## src/rtl/ps2_key_sequencer.sv

```systemverilog
`default_nettype none
// ============================================================================
// Module  : ps2_key_sequencer
// Purpose : PS/2 scan-code sequencer with prefix decode, Shift tracking, case
//           rule and first-word-fall-through ASCII output FIFO.
// Revision: 1.0
// ============================================================================
module ps2_key_sequencer #(
  parameter int FIFO_DEPTH = 8
) (
  input  logic       clk,
  input  logic       rst,
  input  logic [7:0] scan_code,
  input  logic       scan_valid,
  output logic [7:0] lut_code,
  input  logic [7:0] lut_ascii,
  output logic [7:0] ascii_data,
  output logic       ascii_valid,
  input  logic       ascii_ready,
  output logic       shift_held,
  output logic       overflow,
  input  logic       clr_overflow
);

  localparam int PTR_W = $clog2(FIFO_DEPTH);
  localparam logic [PTR_W:0] PTR_ONE = 1;

  typedef enum logic [2:0] {
    IDLE    = 3'd0,
    BRK     = 3'd1,
    EXT     = 3'd2,
    EXT_BRK = 3'd3,
    LOOKUP  = 3'd4
  } state_t;

  state_t         state_q, state_d;
  logic [7:0]     lut_code_q, lut_code_d;
  logic           shift_l_q, shift_l_d;
  logic           shift_r_q, shift_r_d;
  logic           overflow_q, overflow_d;
  logic [PTR_W:0] wr_ptr_q, wr_ptr_d;
  logic [PTR_W:0] rd_ptr_q, rd_ptr_d;
  logic [7:0]     mem_q [FIFO_DEPTH];

  logic       push;
  logic [7:0] push_data;
  logic       drop_scan;
  logic       fifo_empty, fifo_full, pop, push_ok;

  assign fifo_empty = (wr_ptr_q == rd_ptr_q);
  assign fifo_full  = (wr_ptr_q[PTR_W] != rd_ptr_q[PTR_W]) &&
                      (wr_ptr_q[PTR_W-1:0] == rd_ptr_q[PTR_W-1:0]);
  assign pop        = !fifo_empty && ascii_ready;
  // A pop in the same cycle frees the slot the push needs.
  assign push_ok    = push && (!fifo_full || pop);

  assign lut_code    = lut_code_q;
  assign shift_held  = shift_l_q | shift_r_q;
  assign overflow    = overflow_q;
  assign ascii_valid = !fifo_empty;
  assign ascii_data  = fifo_empty ? 8'h00 : mem_q[rd_ptr_q[PTR_W-1:0]];

  always_comb begin
    state_d    = state_q;
    lut_code_d = lut_code_q;
    shift_l_d  = shift_l_q;
    shift_r_d  = shift_r_q;
    push       = 1'b0;
    push_data  = 8'h00;
    drop_scan  = 1'b0;
    case (state_q)
      IDLE: if (scan_valid) begin
        case (scan_code)
          8'hF0:   state_d = BRK;
          8'hE0:   state_d = EXT;
          8'h12:   shift_l_d = 1'b1;
          8'h59:   shift_r_d = 1'b1;
          default: begin
            lut_code_d = scan_code;
            state_d    = LOOKUP;
          end
        endcase
      end
      BRK: if (scan_valid) begin
        if (scan_code == 8'h12) shift_l_d = 1'b0;
        if (scan_code == 8'h59) shift_r_d = 1'b0;
        state_d = IDLE;
      end
      EXT: if (scan_valid) begin
        state_d = IDLE;
        case (scan_code)
          8'hF0:   state_d = EXT_BRK;
          8'h4A:   begin push = 1'b1; push_data = 8'h2F; end
          8'h5A:   begin push = 1'b1; push_data = 8'h0A; end
          default: ;
        endcase
      end
      EXT_BRK: if (scan_valid) state_d = IDLE;
      LOOKUP: begin
        drop_scan = scan_valid;
        state_d   = IDLE;
        if (lut_ascii != 8'h00) begin
          push = 1'b1;
          if (lut_ascii >= 8'h41 && lut_ascii <= 8'h5A && !shift_held)
            push_data = lut_ascii + 8'h20;
          else
            push_data = lut_ascii;
        end
      end
      default: state_d = IDLE;
    endcase
  end

  always_comb begin
    wr_ptr_d   = push_ok ? wr_ptr_q + PTR_ONE : wr_ptr_q;
    rd_ptr_d   = pop     ? rd_ptr_q + PTR_ONE : rd_ptr_q;
    overflow_d = overflow_q;
    if (clr_overflow) overflow_d = 1'b0;
    // Setting wins over a clear in the same cycle.
    if (drop_scan || (push && !push_ok)) overflow_d = 1'b1;
  end

  always_ff @(posedge clk or posedge rst) begin
    if (rst) begin
      state_q    <= IDLE;
      lut_code_q <= 8'h00;
      shift_l_q  <= 1'b0;
      shift_r_q  <= 1'b0;
      overflow_q <= 1'b0;
      wr_ptr_q   <= '0;
      rd_ptr_q   <= '0;
    end else begin
      state_q    <= state_d;
      lut_code_q <= lut_code_d;
      shift_l_q  <= shift_l_d;
      shift_r_q  <= shift_r_d;
      overflow_q <= overflow_d;
      wr_ptr_q   <= wr_ptr_d;
      rd_ptr_q   <= rd_ptr_d;
    end
  end

  always_ff @(posedge clk) begin
    if (push_ok) mem_q[wr_ptr_q[PTR_W-1:0]] <= push_data;
  end

endmodule
`default_nettype wire

```

## config.mk

```make
export PLATFORM = sky130hd
export DESIGN_NAME = ps2_key_sequencer
export DESIGN_NICKNAME = d
export VERILOG_FILES = /design/src/rtl/ps2_key_sequencer.sv
export SDC_FILE = /design/constraint.sdc
export NUM_CORES = 1
export LEC_CHECK = 0
export BUFFER_PORTS_ARGS = -buffer_cell sky130_fd_sc_hd__buf_2
export CORE_ASPECT_RATIO = 0.7
export CORE_UTILIZATION = 48
export CTS_BUF_LIST = sky130_fd_sc_hd__clkbuf_2
export DETAILED_ROUTE_END_ITERATION = 10
export PLACE_DENSITY_LB_ADDON = 0.08
export SLEW_MARGIN = 20
export SYNTH_ARGS = -nofsm -noshare
export SYNTH_HDL_FRONTEND = slang
export SYNTH_SLANG_ARGS = --single-unit
export TNS_END_PERCENT = 1
```

## constraint.sdc

```tcl
create_clock -name clk -period 6.3 [get_ports clk]
set_clock_uncertainty 0.05 [all_clocks]
set_input_delay 0.945 -clock clk [delete_from_list [all_inputs] [get_ports clk]]
set_output_delay 0.945 -clock clk [all_outputs]
set_load 0.01 [all_outputs]
```

-- Yosys cells after proc, flatten, opt, wreduce, memory -nomap -nowiden
Memory sizes are Yosys's and may differ from the RTL's.
Index checks and enable logic that the tools add are counted.
- add/subtract/negate cells: 3
- reductions and logical operators: 24
- equality and inequality tests: 22
- bitwise operators: 2
- muxes and demuxes: 31
- magnitude comparators: 2
- operator list (cell ; count):
    $eq A8 B7 Y1 const B ; 3
    $mux W8 ; 3
    $pmux W3 S3 ; 2
    $eq A8 B8 Y1 const B ; 2
    $mux W1 ; 16
    $ne A2 B2 Y1 const B ; 8
    $pmux W8 S2 ; 1
    $pmux W6 S2 ; 1
    $reduce_and A5 Y1 ; 2
    $mux W3 ; 3
    $add A4 B1 Y4 const B ; 2
    $add A8 B6 Y8 const B ; 1
    $eq A8 B5 Y1 const B ; 1
    $ge A8 B7 Y1 const B ; 1
    $le A8 B7 Y1 const B ; 1
    $reduce_bool A8 Y1 ; 1
    $eq A3 B2 Y1 const B ; 2
    $logic_and A1 B1 Y1 ; 6
    $mux W6 ; 1
    $pmux W1 S2 ; 3
    $reduce_or A2 Y1 ; 3
    $eq A4 B4 Y1 ; 1
    $logic_not A1 Y1 ; 4
    $reduce_and A4 Y1 ; 1
    13 further kinds ; 15
- register bits after elaboration: 22
- logic and storage cells: 92
- output and inout port bits: 19
- RAM bits: 64
- memories kept: 1
- memories (name ; depth ; bits a word ; rd ports ; clocked after Yosys merged registers in ; wr ports ; line ; text):
    mem_q ; 8 ; 8 ; 1 ; 0 ; 1 ; 43 ; logic [7:0] mem_q [FIFO_DEPTH];

-- Depth between registers and ports, before layout
- word-level depth: 10
- mapped depth: 6
- gate-level depth less buffers: 4

-- Worst setup path before layout
No wires, ideal clock.
- kind: input to register
- from: input port scan_code[2]
- to: memory mem_q[1][0], enable pin
- cell stages on the path: 5
- buffers on the path: 1
- data arrival time: 2.792 ns
- setup slack: 3.060 ns
- cells stage by stage: and4bb_2 nand3_1 a22o_2 buf_6 nor4b_1
- cells in the longest elaborated chain, start to end: 8
- elaborated cells on any way between the ends: 9
- classes of those cells: eq/ne (2); mux (5); reduce/logical (2)
- ends and longest elaborated chain (element ; line ; text):
    from (decl) ; 13 ; input logic [7:0] scan_code,
    $eq A8 B7 Y1 ; 91 ; case (scan_code)
    $reduce_or A2 Y1 (no line) (*) ; - ;
    $mux W1 (*) ; 91 ;
    $mux W1 (*) ; 89 ; EXT: if (scan_valid) begin
    $pmux W1 S2 (*) ; 71 ; case (state_q)
    $logic_and A1 B1 Y1 (*) ; 55 ; assign push_ok = push && (!fifo_full || pop);
    $mux W1 (*) ; 144 ; if (push_ok) mem_q[wr_ptr_q[PTR_W-1:0]] <= push_data;
    $mux W1 (not written as such) (*) ; 144 ;
    to (decl) ; 43 ;
Mark *: on every way between the ends. The rest lies on a longest branch, timed or not.

-- Final worst setup path
- from: register rd_ptr_q[1]
- to: output port ascii_data[3]
- cells in the longest elaborated chain, start to end: 2
- elaborated cells on any way between the ends: 3
- classes of those cells: eq/ne (1); mux (1); memory (1)
- ends and longest elaborated chain (element ; line ; text):
    from (decl) ; 42 ; logic [PTR_W:0] rd_ptr_q, rd_ptr_d;
    from (signal assigned) ; 139 ; rd_ptr_q <= rd_ptr_d;
    $mem_v2 Z8 W8 / $eq A4 B4 Y1 (equally long branches) ; - ;
    $mux W8 (*) ; 61 ; assign ascii_data = fifo_empty ? 8'h00 : mem_q[rd_ptr_q[PTR_W-1:0]];
    to (decl) ; 17 ; output logic [7:0] ascii_data,
Marks and branches as above.

==> results by group <==
Status
  • Status: finished clean

STA
  • Relative slew slack: 0.307
  • Max Slew Vio Count: 0
  • Setup TNS: 0 ns
  • Min cycle time layout: 3.64 ns
  • Worst slew pin tran: 1.03 ns
  • Fmax: 274 MHz
  • Final Setup Violations: 0
  • Hold Vio Cnt, Final: 0
  • Part of the cycle the worst path needs: 0.579
  • Final WS setup: 2.66 ns
  • RSZ-0062 raised after global routing: false
  • Hold WS: 0.457 ns

Setup path
  • Slowest cell on the critical path: dfrtp_1
  • CP Max Fanout: 20
  • Type of element launching the critical path: flip-flop
  • Critical Path RT: 5.30 ns
  • Critical path arrival: 2.65 ns
  • Critical path type: flip-flop to output port
  • Critical Path Sink Type: output port
  • Slowest stage delay, CP: 1.01 ns
  • Crit-path cells: xor2_1 > nor4_2 > buf_4 > nor2_1 > buf_2

Clock tree
  • Latest clock arrival within the worst-skew pair: 0.56 ns
  • Hold buffer count at cts: 0
  • Post-CTS Setup Bufs: 0
  • Clock-pin slew on the worst setup and hold paths: 0.26 ns
  • Root buf cell: clkbuf_2
  • Num CTS Buffers: 9
  • H-tree levels: 3
  • CTS tree: yes
  • CTS Sinks: 86
  • Longest Clk Path Bufs: 2
  • CTS-repair resized insts: 0

Logic synthesis
  • Synthesized cell area: 3790 um2
  • Yosys top cell area share: 0.507
  • Post-Synthesis Cells: 242
  • Cell taking the most area after synthesis: edfxtp_1
  • Ys async rst share: 0.256
  • Distinct cells, synth: 43
  • EDFF count, synth: 64
  • FF+latch count, synth: 86
  • Synth top cells by count: edfxtp_1 (64), dfrtp_1 (22), mux4_2 (16), nand2_1 (16), nor2_1 (14)
  • Syn Nets: 266
  • Synthesized area per cell: 15.7 um2
  • Synth warn: 0
  • Synth area leaders: edfxtp_1 (51%), dfrtp_1 (15%), mux4_2 (9.5%)
  • Register area share after synthesis: 0.652
  • Post-synth top flop: edfxtp_1
  • Top-count cell post-synth: edfxtp_1

Detailed routing
  • 1st-pass router iterations: 5
  • Final WL: 7.56 mm
  • Vias per cell: 5.58
  • DRC: 0
  • Wire length per cell: 19.3 um
  • ANT nets after route: 0
  • Initial DRC count: 73
  • Vias: 2181

Place
  • DP Worst Slack: 2.92 ns
  • Hpwl dp: 5.14 mm
  • Placer Congestion: 0.810
  • PortBufs: 39

Floorplan
  • Die area: 8270 um2
  • Initial core utilization: 0.507
  • Row count: 26
  • I/O pins: 40
  • Die width: 108 um
  • Core area: 7480 um2
  • Die Height: 76.4 um

Cells and area
  • Multi-input gate area: 1260 um2
  • Proportion of layout cells with a drive suffix above 1: 0.352
  • Filler Cells Inserted: 621
  • N_diodes: 0
  • Area grow syn2layout: 12.5%
  • Fin nets: 312
  • Register Area: 2470 um2

Power and ir drop
  • Peak supply drop: 0.287 mV
  • Power Dens Cells: 380 nW/um2
  • Lkg Pwr: 1.62 nW

GRT
  • Vias in the first global route: 2162
  • GR Util All Layers: 0.203
  • Largest net degree at the start of global routing: 23
  • First-pass GRT wire length: 11.9 mm
  • Grt ovf: 0
  • Initial antenna violation count: 0

Min path
  • Hold/Removal Path Class: primary input to async pin

Job
  • Maxcap violations: 0
[metrics by stage]
stage / area (um2) / instances / utilization / total power, mW
global route: 4270 / 391 / 0.570 / 1.72
floorplan: 3790 / 242 / - / 1.16
global placement: 4150 / 375 / 0.555 / 1.35
detailed placement: 4150 / 375 / 0.555 / 1.36
finish: 4270 / 391 / 0.570 / 1.62
CTS: 4270 / 391 / 0.570 / 1.64
[routing by layer]
| metal | GRT usage | wire length, um | vias up |
|---|---|---|---|
| met5 | 0 | 0 | - |
| met4 | 0.0726 | 120 | 0 |
| met3 | 0.0539 | 373 | 12 |
| met2 | 0.298 | 3480 | 48 |
| met1 | 0.293 | 3590 | 1099 |
| li1 | - | - | 1022 |
[kinds of logic (layout without fill, tap and decap cells)]
family	count (synthesis)	after routing	synth area share
AOI/OAI and AO/OA	17	17	0.0340
xor gates and xnor gates	10	10	0.0231
adders and majority gates	3	3	0.00990
buffers and inverters	23	74	0.0264
DFF	86	86	0.652
muxes	36	36	0.152
and+or+nand+nor	67	67	0.103
[cell type report]
cell class                      count  share of cell area
Clock buffer                       12              0.0141
Tap cell                           98              0.0287
Sequential cell                    86               0.579
Inverter                           12              0.0106
Timing Repair Buffer               46              0.0580
Multi-Input combinational cell    133               0.296
Clock inverter                      4              0.0132
[path summary, 6_finish.rpt]
path | startpoint | end | slack, ns | cells after the start
max in group asynchronous | rst | state_q[1] | 5.15 | 2
min | rst | wr_ptr_q[1] | 0.46 | 2
max reg2reg | rd_ptr_q[1] | mem_q[2][5] | 3.31 | 4
min reg2reg | wr_ptr_q[3] | wr_ptr_q[3] | 0.46 | 1
max | rd_ptr_q[1] | ascii_data[3] | 2.66 | 5
min in group clk | wr_ptr_q[3] | wr_ptr_q[3] | 0.46 | 1
[cell usage in the layout, fill, tap and decap left out, drive strengths merged, types with 4 or more instances in the layout]
cell / synthesis / routed
clkbuf: 3 / 12
a21oi: 4 / 4
nor4: 7 / 7
mux2i: 10 / 10
edfxtp: 64 / 64
inv: 12 / 13
nor2: 14 / 14
nand2: 16 / 16
xor2: 7 / 7
mux2: 10 / 10
mux4: 16 / 16
nor3: 4 / 4
o21ai: 5 / 5
dfrtp: 22 / 22
buf: 8 / 46
[power by group]
| group | internal [mW] | switching (mW) |
|---|---|---|
| Combinational | 0.273 | 0.272 |
| Sequential | 0.691 | 0.103 |
| Clock | 0.0991 | 0.184 |
| Total | 1.06 | 0.559 |
[critical path, delay by kind of cell, from the launching register on]
family,cells,cell delay [ns]
simple gates,2,0.47
xor+xnor,1,0.20
flops,1,1.01
buf+inv,2,0.42
[state kept, by name (all words and copies together), names as in the netlist]
register / cells
wr_ptr_q: 4
shift_r_q: 1
overflow: 1
rd_ptr_q: 4
lut_code: 8
mem_q: 64
state_q: 3
shift_l_q: 1
Power figures use the tool's default switching activity.
